$ cat src/rtl/bridge_pkg.sv
// Shared constants for the AHB-to-APB bridge: peripheral regions, select width, FSM encoding.
package bridge_pkg;

  localparam int PSEL_W = 3;

  localparam logic [31:0] R0_BASE  = 32'h8000_0000;
  localparam logic [31:0] R0_LIMIT = 32'h83FF_FFFF;
  localparam logic [31:0] R1_BASE  = 32'h8400_0000;
  localparam logic [31:0] R1_LIMIT = 32'h87FF_FFFF;
  localparam logic [31:0] R2_BASE  = 32'h8800_0000;
  localparam logic [31:0] R2_LIMIT = 32'h8BFF_FFFF;

  typedef enum logic [2:0] {
    ST_IDLE   = 3'd0,
    ST_SETUP  = 3'd1,
    ST_ACCESS = 3'd2,
    ST_DONE   = 3'd3,
    ST_ERR    = 3'd4
  } state_e;

  function automatic logic in_region(input logic [31:0] addr,
                                     input logic [31:0] base,
                                     input logic [31:0] limit);
    return (addr >= base) && (addr <= limit);
  endfunction

endpackage

$ cat src/rtl/apb_addr_decode.sv
// Combinational address decode: byte address to one-hot peripheral select plus hit flag.
module apb_addr_decode
  import bridge_pkg::*;
#(
  parameter int ADDR_W = 32
) (
  input  logic [ADDR_W-1:0] addr,
  output logic [PSEL_W-1:0] psel,
  output logic              hit
);

  logic [31:0] addr32_s;

  assign addr32_s = 32'(addr);

  // Region match; regions are disjoint so priority order is irrelevant.
  always_comb begin
    psel = '0;
    if (in_region(addr32_s, R0_BASE, R0_LIMIT)) begin
      psel = 3'b001;
    end else if (in_region(addr32_s, R1_BASE, R1_LIMIT)) begin
      psel = 3'b010;
    end else if (in_region(addr32_s, R2_BASE, R2_LIMIT)) begin
      psel = 3'b100;
    end else begin
      psel = 3'b000;
    end
    hit = |psel;
  end

endmodule

$ cat src/rtl/apb_master_ctrl.sv
// APB initiator: accepts one request at a time, runs SETUP/ACCESS, returns a one-cycle response.
module apb_master_ctrl
  import bridge_pkg::*;
#(
  parameter int ADDR_W   = 32,
  parameter int DATA_W   = 32,
  parameter int WAIT_MAX = 16
) (
  input  logic              hclk,
  input  logic              hreset,
  input  logic              req_valid,
  output logic              req_ready,
  input  logic              req_write,
  input  logic [ADDR_W-1:0] req_addr,
  input  logic [DATA_W-1:0] req_wdata,
  output logic              rsp_valid,
  output logic [DATA_W-1:0] rsp_rdata,
  output logic              rsp_err,
  output logic [PSEL_W-1:0] psel,
  output logic              penable,
  output logic              pwrite,
  output logic [ADDR_W-1:0] paddr,
  output logic [DATA_W-1:0] pwdata,
  input  logic [DATA_W-1:0] prdata,
  input  logic              pready,
  input  logic              pslverr
);

  localparam int CNT_W = $clog2(WAIT_MAX + 1);
  localparam logic [CNT_W-1:0] CNT_LAST = CNT_W'(WAIT_MAX - 1);

  state_e              state_q, state_d;
  logic [PSEL_W-1:0]   psel_q, psel_d;
  logic                penable_q, penable_d;
  logic                pwrite_q, pwrite_d;
  logic [ADDR_W-1:0]   paddr_q, paddr_d;
  logic [DATA_W-1:0]   pwdata_q, pwdata_d;
  logic                rsp_valid_q, rsp_valid_d;
  logic [DATA_W-1:0]   rsp_rdata_q, rsp_rdata_d;
  logic                rsp_err_q, rsp_err_d;
  logic [CNT_W-1:0]    wait_cnt_q, wait_cnt_d;
  logic [PSEL_W-1:0]   dec_psel_s;
  logic                dec_hit_s;

  apb_addr_decode #(.ADDR_W(ADDR_W)) u_decode (
    .addr (req_addr),
    .psel (dec_psel_s),
    .hit  (dec_hit_s)
  );

  // Next-state and next-output logic; outputs are computed for the state being entered.
  always_comb begin
    state_d     = state_q;
    psel_d      = psel_q;
    penable_d   = penable_q;
    pwrite_d    = pwrite_q;
    paddr_d     = paddr_q;
    pwdata_d    = pwdata_q;
    rsp_valid_d = 1'b0;
    rsp_rdata_d = '0;
    rsp_err_d   = 1'b0;
    wait_cnt_d  = wait_cnt_q;
    case (state_q)
      ST_IDLE: begin
        if (req_valid) begin
          paddr_d  = req_addr;
          pwdata_d = req_wdata;
          pwrite_d = req_write;
          if (dec_hit_s) begin
            state_d    = ST_SETUP;
            psel_d     = dec_psel_s;
            wait_cnt_d = '0;
          end else begin
            state_d     = ST_ERR;
            rsp_valid_d = 1'b1;
            rsp_err_d   = 1'b1;
          end
        end else begin
          state_d = ST_IDLE;
        end
      end
      ST_SETUP: begin
        state_d   = ST_ACCESS;
        penable_d = 1'b1;
      end
      ST_ACCESS: begin
        if (pready) begin
          state_d     = ST_DONE;
          psel_d      = '0;
          penable_d   = 1'b0;
          rsp_valid_d = 1'b1;
          rsp_err_d   = pslverr;
          rsp_rdata_d = (pwrite_q || pslverr) ? '0 : prdata;
        end else if (wait_cnt_q == CNT_LAST) begin
          // Slave never answered: release the bus and report a timeout.
          state_d     = ST_DONE;
          psel_d      = '0;
          penable_d   = 1'b0;
          rsp_valid_d = 1'b1;
          rsp_err_d   = 1'b1;
        end else begin
          wait_cnt_d = wait_cnt_q + CNT_W'(1);
        end
      end
      ST_DONE: begin
        state_d = ST_IDLE;
      end
      ST_ERR: begin
        state_d = ST_IDLE;
      end
      default: begin
        state_d   = ST_IDLE;
        psel_d    = '0;
        penable_d = 1'b0;
      end
    endcase
  end

  // State and registered-output update.
  always_ff @(posedge hclk or posedge hreset) begin
    if (hreset) begin
      state_q     <= ST_IDLE;
      psel_q      <= '0;
      penable_q   <= 1'b0;
      pwrite_q    <= 1'b0;
      paddr_q     <= '0;
      pwdata_q    <= '0;
      rsp_valid_q <= 1'b0;
      rsp_rdata_q <= '0;
      rsp_err_q   <= 1'b0;
      wait_cnt_q  <= '0;
    end else begin
      state_q     <= state_d;
      psel_q      <= psel_d;
      penable_q   <= penable_d;
      pwrite_q    <= pwrite_d;
      paddr_q     <= paddr_d;
      pwdata_q    <= pwdata_d;
      rsp_valid_q <= rsp_valid_d;
      rsp_rdata_q <= rsp_rdata_d;
      rsp_err_q   <= rsp_err_d;
      wait_cnt_q  <= wait_cnt_d;
    end
  end

  assign req_ready = (state_q == ST_IDLE);
  assign psel      = psel_q;
  assign penable   = penable_q;
  assign pwrite    = pwrite_q;
  assign paddr     = paddr_q;
  assign pwdata    = pwdata_q;
  assign rsp_valid = rsp_valid_q;
  assign rsp_rdata = rsp_rdata_q;
  assign rsp_err   = rsp_err_q;

endmodule

$ cat config.mk
export PLATFORM = sky130hd
export DESIGN_NAME = apb_master_ctrl
export DESIGN_NICKNAME = d
export VERILOG_FILES = /design/src/rtl/bridge_pkg.sv /design/src/rtl/apb_addr_decode.sv /design/src/rtl/apb_master_ctrl.sv
export SDC_FILE = /design/constraint.sdc
export NUM_CORES = 1
export LEC_CHECK = 0
export BUFFER_PORTS_ARGS = -buffer_cell sky130_fd_sc_hd__buf_4
export CAP_MARGIN = 10
export CORE_MARGIN = 4
export CORE_UTILIZATION = 45
export DETAILED_ROUTE_END_ITERATION = 6
export PLACE_DENSITY_LB_ADDON = 0.2
export SYNTH_ARGS = -nofsm -noshare
export SYNTH_HDL_FRONTEND = slang
export SYNTH_SLANG_ARGS = --single-unit
$ cat constraint.sdc
create_clock -name hclk -period 5.95 [get_ports hclk]
set_input_delay 1.19 -clock hclk [delete_from_list [all_inputs] [get_ports hclk]]
set_output_delay 1.19 -clock hclk [all_outputs]
set_load 0.005 [all_outputs]
==> flow_summary.json <==
{
  "status": "completed",
  "crit_slowest_cell": "buf_4",
  "netlist_instances": 277,
  "portBuffers": 205,
  "overflow": 0,
  "relSlewSlack_pct": 43.1,
  "cts.clk_slew.worst_paths_ns": 0.11,
  "synthToLayoutAreaGrowth_pct": 43.4,
  "worstSetupPathType": "in -> reg",
  "hpwl_mm": 7.49,
  "rsz0062_at_grt": "false",
  "critPathRequiredTime_ns": 6.20,
  "fin_nets": 588,
  "netlist_area_um2": 4170,
  "end_kind": "flip-flop",
  "setup_ws_ns": 3.28,
  "hold_path.class": "reg -> reg",
  "h-tree-depth": 3,
  "grt_pass1_vias": 3241,
  "ir_drop_mv": 0.187,
  "path_cells": "buf_4 -> nor4b_4 -> buf_4 -> and3_1 -> nor2_1 -> mux2_1",
  "numCtsBuffers": 9,
  "firstDrtPassIters": 4,
  "regToRegStartpoint": "state_q[1]",
  "worst_pin_slew_ns": 0.854,
  "routed_wl_mm": 9.88,
  "max_cap_violations": 0,
  "p_leak_nw": 3.02,
  "vias_per_cell": 4.86,
  "worstSetupStartpointType": "primary input",
  "rows": 34,
  "synth.lib_cells_used.distinct": 30,
  "wl_per_cell_um": 16.6,
  "worstPathArrival_ns": 2.92,
  "grt_pass1_wl_mm": 16.4,
  "fill_cells": 659,
  "holdPathStages": 1,
  "layout-drive-gt1-share_pct": 60.1,
  "drtAntennaViolNets": 0,
  "track_usage_pct": 18.9,
  "syn-mean-instance-area_um2": 15.0,
  "worst_r2r_path_depth": 5,
  "clockRootBuffer": "clkbuf_8",
  "diodes": 0,
  "ios": 206,
  "hold_viol_final": 0,
  "crit_fanout": 68,
  "drt_iter0_markers": 105,
  "place_congestion": 0.780,
  "fmax_mhz": 374,
  "grt_max_degree": 69,
  "fin_area_um2": 5970,
  "core_region_area_um2": 8850,
  "clk_latency_ns": 0.36,
  "path_common_cell": "buf_4",
  "powerDensity_nw_per_um2": 421,
  "place_ws_ns": 2.87,
  "fp.dieH_um": 104,
  "placed_area_um2": 5800,
  "die-area_um2": 10900,
  "rr_endpoint": "psel[2]",
  "antenna_found_initial": 0,
  "cts_tree": "yes",
  "whs_ns": 0.514,
  "initial_core_util_pct": 47.1,
  "fin_setup_tns_ns": 0,
  "yosysTopAreaCell": "dfrtp_1",
  "critPathCapture": "psel[2]",
  "synth.area.top_cells": "dfrtp_1, mux2_2, and2_1",
  "cts.sinks": 111,
  "drc": 0,
  "synth_nets": 381,
  "r2r_slack_ns": 3.53,
  "slew_violations": 0,
  "post-route-min-period_ns": 2.67,
  "finalSetupViolations": 0,
  "fin_skew_ns": 0.0120,
  "slowest_delay_ns": 0.70,
  "finalCritPeriodShare_pct": 44.9,
  "post_cts_buffers": 0,
  "die_w_um": 104,
  "crit_start": "req_valid",
  "yosysWarnings": 0,
  "synth_largest_type_area_fraction_pct": 66.7,
  "ys_ff_latch": 111,
  "clockBufferDepth": 2,
  "ctsHoldBuffers": 0,
  "cts_resized": 0,
  "yosysSeqAreaShare_pct": 66.7,
  "vias": 2900
}
## critical path, delay by kind of cell
family                 cells  cell delay, ns
buffers and inverters      2            0.78
muxes                      1            0.33
and+or+nand+nor            3            0.61
## logic make-up (layout without fill, tap and decap cells)
logic type,after synthesis,count (layout),share of synthesized area (%)
compound gates,15,15,2.19
simple gates,64,64,9.91
fa+ha+maj,2,2,0.601
mux,69,69,18.6
xor+xnor,1,1,0.210
flops,111,111,66.7
buf+inv,15,227,1.80
## worst min path at each step
stage / startpoint / to / slack (ns)
2_1_floorplan: psel[1] / psel[1] / 0.49
3_3_place_gp: paddr[5] / paddr[5] / 0.49
3_5_place_dp: paddr[18] / paddr[18] / 0.50
4_1_cts: paddr[10] / paddr[10] / 0.52
5_1_grt: paddr[6] / paddr[6] / 0.53
6_report: paddr[10] / paddr[10] / 0.51
## cell type report
cell class | count | area [µm²] | area share (%)
inverters | 3 | 13.8 | 0.230
repair buffers | 208 | 1560 | 26.1
flip-flops and latches | 111 | 2780 | 46.5
well taps | 108 | 135 | 2.26
multi-input cells | 151 | 1310 | 22.0
clock inverters | 6 | 45.0 | 0.754
clock buffers | 10 | 128 | 2.14
## metrics by stage
step	util, %	cells	total power, mW
after floorplan	-	277	1.61
after global placement	65.6	581	2.12
after detailed placement	65.6	581	2.15
after CTS	67.5	597	2.56
after global routing	67.5	597	2.69
final	67.5	597	2.52
## sequential cells by signal, indices dropped and copies added, names as in the netlist
signal,flops
rsp_err,1
pwrite,1
wait_cnt_q,5
pwdata,32
rsp_valid,1
state_q,3
penable,1
psel,3
paddr,32
rsp_rdata,32
## where the power goes
part           switching [mW]  internal (mW)
combinational           0.340          0.607
clock                   0.252          0.156
sequential              0.150           1.01
total                   0.742           1.77
## Yosys cell counts (all sizes together)
| library cell | instances |
|---|---|
| a21oi | 2 |
| a22oi | 1 |
| a32o | 1 |
| a32oi | 1 |
| and2 | 32 |
| and3 | 2 |
| and4b | 2 |
| buf | 9 |
| clkbuf | 3 |
| dfrtp | 111 |
| ha | 2 |
| inv | 3 |
| mux2 | 68 |
| mux2i | 1 |
| nand2 | 8 |
| nand2b | 3 |
| nand4 | 1 |
| nor2 | 6 |
| nor2b | 3 |
| nor3 | 1 |
| nor3b | 1 |
| nor4b | 2 |
| o21ai | 8 |
| o21bai | 1 |
| o31ai | 1 |
| or2 | 1 |
| or3 | 2 |
| xnor2 | 1 |
## routing by layer
metal | part of all wire [%] | vias up | GRT usage (%)
met5 | 0 | - | 0
met4 | 1.8 | 0 | 7.60
met3 | 11 | 14 | 7.95
met2 | 48 | 149 | 31.5
met1 | 39 | 1380 | 21.6
li1 | - | 1357 | -
## layout by cell type (no fill, tap or decap), types with 3 or more instances in the layout
master / synthesis / routed
buf_4: 3 / 208
nand2_1: 8 / 8
nor2b_1: 3 / 3
dfrtp_1: 111 / 111
clkbuf_8: 0 / 9
nor2_1: 6 / 6
and2_1: 32 / 32
mux2_2: 66 / 66
nand2b_1: 3 / 3
o21ai_0: 8 / 8
No activity file was read; power rests on OpenSTA's default activity.
